`src/rtl/cla_accumulator.sv`:
```
`default_nettype none
// ============================================================================
// Module   : cla_accumulator (with local cla_8bit)
// Brief    : Frame accumulator over a valid/ready byte stream; an 8-bit
//            carry-lookahead adder handles the low byte, its carry ripples up.
// Revision : 1.0 - initial release
// ============================================================================

module cla_8bit (
  input  logic [7:0] a,
  input  logic [7:0] b,
  output logic [8:0] sum
);

  logic [7:0] w_g;
  logic [7:0] w_p;
  logic [8:0] w_c;
  logic       w_prop;

  assign w_g = a & b;
  assign w_p = a ^ b;

  // Each carry is the flat OR of generate terms gated by the propagate chain
  // above them, so no carry depends on a lower carry signal.
  always_comb begin
    w_c    = '0;
    w_prop = 1'b1;
    for (int i = 0; i < 8; i++) begin
      w_prop = 1'b1;
      for (int j = i; j >= 0; j--) begin
        w_c[i+1] = w_c[i+1] | (w_prop & w_g[j]);
        w_prop   = w_prop & w_p[j];
      end
    end
  end

  assign sum = {w_c[8], w_p ^ w_c[7:0]};

endmodule

module cla_accumulator #(
  parameter int N_SAMPLES = 8,
  parameter int ACC_W     = 16
) (
  input  logic             clk,
  input  logic             rst,
  input  logic             in_valid,
  output logic             in_ready,
  input  logic [7:0]       in_data,
  output logic             out_valid,
  input  logic             out_ready,
  output logic [ACC_W-1:0] out_sum,
  output logic             out_ovf,
  output logic             busy
);

  localparam int C_CNT_W = $clog2(N_SAMPLES + 1);
  localparam int C_UP_W  = ACC_W - 8;

  typedef enum logic [0:0] {
    ST_ACCUM = 1'b0,
    ST_DONE  = 1'b1
  } state_t;

  state_t             r_state;
  state_t             w_state_next;
  logic [ACC_W-1:0]   r_acc;
  logic               r_ovf;
  logic [C_CNT_W-1:0] r_cnt;
  logic [8:0]         w_sum;
  logic               w_accept;
  logic               w_last;
  logic               w_release;

  cla_8bit u_cla (
    .a   (r_acc[7:0]),
    .b   (in_data),
    .sum (w_sum)
  );

  assign w_accept  = in_valid && in_ready;
  assign w_last    = w_accept && (r_cnt == C_CNT_W'(N_SAMPLES - 1));
  assign w_release = (r_state == ST_DONE) && out_ready;

  always_ff @(posedge clk) begin
    if (rst) begin
      r_state <= ST_ACCUM;
    end else begin
      r_state <= w_state_next;
    end
  end

  always_comb begin
    w_state_next = r_state;
    in_ready     = 1'b0;
    out_valid    = 1'b0;
    case (r_state)
      ST_ACCUM: begin
        in_ready = 1'b1;
        if (w_last) w_state_next = ST_DONE;
      end
      ST_DONE: begin
        out_valid = 1'b1;
        if (out_ready) w_state_next = ST_ACCUM;
      end
      default: w_state_next = ST_ACCUM;
    endcase
  end

  always_ff @(posedge clk) begin
    if (rst || w_release) begin
      r_acc <= '0;
      r_ovf <= 1'b0;
      r_cnt <= '0;
    end else if (w_accept) begin
      r_acc[7:0]       <= w_sum[7:0];
      r_acc[ACC_W-1:8] <= r_acc[ACC_W-1:8] + C_UP_W'(w_sum[8]);
      // Wrap of the upper field is the only way the total can exceed ACC_W bits.
      if ((&r_acc[ACC_W-1:8]) && w_sum[8]) r_ovf <= 1'b1;
      r_cnt <= r_cnt + C_CNT_W'(1);
    end
  end

  assign out_sum = r_acc;
  assign out_ovf = r_ovf;
  assign busy    = (r_cnt != '0) || (r_state == ST_DONE);

endmodule

`default_nettype wire
```
`config.mk`:
```
export PLATFORM = sky130hd
export DESIGN_NAME = cla_accumulator
export DESIGN_NICKNAME = d
export VERILOG_FILES = /design/src/rtl/cla_accumulator.sv
export SDC_FILE = /design/constraint.sdc
export NUM_CORES = 1
export LEC_CHECK = 0
export CAP_MARGIN = 20
export CORE_MARGIN = 2
export CORE_UTILIZATION = 51
export CTS_BUF_LIST = sky130_fd_sc_hd__clkbuf_8
export DETAILED_ROUTE_END_ITERATION = 8
export PLACE_DENSITY = 0.83
export SLEW_MARGIN = 10
export SYNTH_ARGS = -nofsm -noshare
export SYNTH_HDL_FRONTEND = slang
export SYNTH_HIERARCHICAL = 1
export SYNTH_SLANG_ARGS = --single-unit
```
`constraint.sdc`:
```
create_clock -name clk -period 5.5 [get_ports clk]
set_input_delay 0.55 -clock clk [delete_from_list [all_inputs] [get_ports clk]]
set_output_delay 0.55 -clock clk [all_outputs]
set_load 0.005 [all_outputs]
```
==> run metrics <==
final setup skew=1.73 ps; final hold vios=0; max_cap viols=0; Resized Gates After CTS=0; final slew viol count=0; routed len/inst=13.2 um; Synth Area in XOR/XNOR=5.68%; Clock Latency Late Sink=260 ps; largest net degree at the start of global routing=22; met1 usage=24.7%; post-synthesis sequential area ratio=35.7%; Die Height=53.2 um; Crit. Startpoint=in_data[2]; fraction of layout cells with a size suffix above 1=8.00%; met2 usage=36.0%; final setup fails=0; min Tclk post-route=2880 ps; Gate Count Post-Synth=144; Adder-Cell Fraction of Synth Area=14.8%; nets@finish=202; outcome=finished, final reports clean; CTS max path bufs=2; Peak VDD IR=189 uV; required time worst endpoint=5690 ps; crit path max fanout=5; crit path capture type=register; Setup TNS=0 ps; R2R Path End=out_sum[14]$_SDFFE_PP0P_; largest family of logic cells by synthesized area=simple AND/OR/NAND/NOR gates; Top-Level Pins=32; worst reg-to-reg setup slack=2980 ps; power per cell area=237 nW/um^2; hold_buf cts=0; DR vias/cell=5.57; Compound-Gate Fraction of Synth Area=18.3%; # diodes=0; most common cell after layout, fill and taps aside=clkdlybuf4s50_1; Fmax achieved=347 MHz; Simple-Gate Fraction of Synth Area=20.5%; Hold WC Path Type=reg -> reg; proportion of synthesized area in mux cells=0.913%; final WL=2690 um; via count=1130; total power=0.383 mW; Cell Area, Synth=1230 um^2; Synth area leaders=dfxtp_1, ha_1, a21oi_1; GR peak layer=met2; Syn Area/Cell=8.57 um^2; initial antenna violation count=0; Syn. warnings=6; measured slew at the worst slew-check pin=675 ps; Core ar.=2250 um^2; Detail Placement HPWL=1990 um; unrepaired setup endpoints after global routing=no; row count=17; first-pass GRT wire length=4340 um; Yosys top cell area share=35.7%; Num CTS Buffers=3; critical path launch point type=input port; most frequent cells in the layout=clkdlybuf4s50_1, nand2_1, dfxtp_1; fin crit share=52.4%; post-synthesis cell type count=33; Placer Congestion=0.751; remaining antenna violation count after routing=0; CTS tree=yes; DRC Markers=0; Pleak=0.650 nW; DR pass1 iterations=6; Starting Density=54.7%; Die X=53.2 um; GR Layer Usage met3=2.54%; grt ovf=0; DIE AREA=2830 um^2; Yosys top cell by area=dfxtp_1; Post-CTS Setup Bufs=0; worst reg2reg path startpoint=out_sum[2]$_SDFFE_PP0P_; max_slew headroom=55.0%; htree depth=1; I/O Buffers=31; Setup crit end=out_sum[14]$_SDFFE_PP0P_; worst hold stages=2; clk slew on worst S/H paths=80 ps; #FFs+latches synth=22; R2R cell count=10; DR iter-0 viols=13; CTS root buffer=clkbuf_8; Layout area overhead=31.0%; Mapped Nets=170; crit path DAT=3070 ps; kind of critical path=in -> reg; gr usage total=21.1%; vias in the first global route=1067; clock sink count=22
-- layout make-up --
type | count | area [um^2]
inverters | 9 | 33.8
multi-input cells | 109 | 742
repair buffers | 31 | 310
well taps | 28 | 35.0
clock buffers | 4 | 55.1
flip-flops and latches | 22 | 440
fillers | 185 | 638
-- synth_stat cells --
cell type,number
o21ba_2,1
a21oi_1,21
xor2_1,3
or3_2,2
o21bai_2,1
inv_1,9
o31ai_1,1
ha_1,13
xnor2_1,5
nand4_2,1
buf_2,2
nand2b_1,1
fa_1,1
nand3b_1,2
mux2_2,1
nand4b_1,2
nand3_1,4
a21o_2,1
nor4_1,1
nand2_1,26
dfxtp_1,22
a21o_1,2
or3_1,3
a211oi_2,1
nor2_1,4
nand4_1,1
a41o_1,1
and2_1,1
clkbuf_1,2
or4_1,1
o21ai_0,6
and2b_2,1
a221oi_2,1
-- logic make-up (layout without fill, tap and decap cells) --
family	Yosys count	count (layout)
buffers and inverters	13	44
multiplexers	1	1
flip-flops	22	22
AO/OA/AOI/OAI	36	36
AND/OR/NAND/NOR	50	50
XOR/XNOR	8	8
adder cells (fa/ha/maj)	14	14
-- flip-flops by register name, indices dropped and copies added, names as in the netlist --
signal,cells
out_sum,16
r_cnt,4
out_ovf,1
r_state,1
-- worst min-delay path by stage --
stage | slack, ps | to | startpoint
detailed placement | 470 | out_sum[7]$_SDFFE_PP0P_ | out_sum[7]$_SDFFE_PP0P_
floorplan | 460 | r_cnt[0]$_SDFFE_PP0P_ | r_cnt[0]$_SDFFE_PP0P_
CTS | 480 | out_sum[7]$_SDFFE_PP0P_ | out_sum[7]$_SDFFE_PP0P_
global route | 520 | out_sum[5]$_SDFFE_PP0P_ | out_sum[5]$_SDFFE_PP0P_
global placement | 460 | out_sum[0]$_SDFFE_PP0P_ | out_sum[0]$_SDFFE_PP0P_
finish | 480 | out_sum[7]$_SDFFE_PP0P_ | out_sum[7]$_SDFFE_PP0P_
-- metal layers --
metal  up-vias  part of all wire [%]
li1        565                     -
met3         5                   5.5
met2        39                    48
met1       521                    45
met4         0                   1.9
met5         -                     0
-- worst max-delay path, cell delays in order --
cell,delay (ps)
clkdlybuf4s50_1,410
ha_1,330
o21ai_0,110
o21bai_2,220
a41o_1,240
a21o_1,140
ha_1,170
ha_1,160
nand3b_1,170
or3_1,410
a21oi_1,150
-- power by group --
group          switching (mW)  internal, mW  total, mW
combinational          0.0418        0.0498     0.0916
sequential            0.00771         0.168      0.176
clock                  0.0515        0.0638      0.115
total                   0.101         0.282      0.383
-- per-stage QoR --
| step | cells | utilization, % | hold slack [ps] | setup WS (ps) | cell area, um^2 |
|---|---|---|---|---|---|
| floorplan | 144 | - | 462 | 3050 | 1230 |
| global placement | 199 | 69.3 | 461 | 2480 | 1560 |
| detailed placement | 199 | 69.3 | 469 | 2370 | 1560 |
| CTS | 203 | 71.7 | 482 | 2630 | 1620 |
| global route | 203 | 71.7 | 519 | 2520 | 1620 |
| finish | 203 | 71.7 | 480 | 2620 | 1620 |
Power figures use the tool's default switching activity.
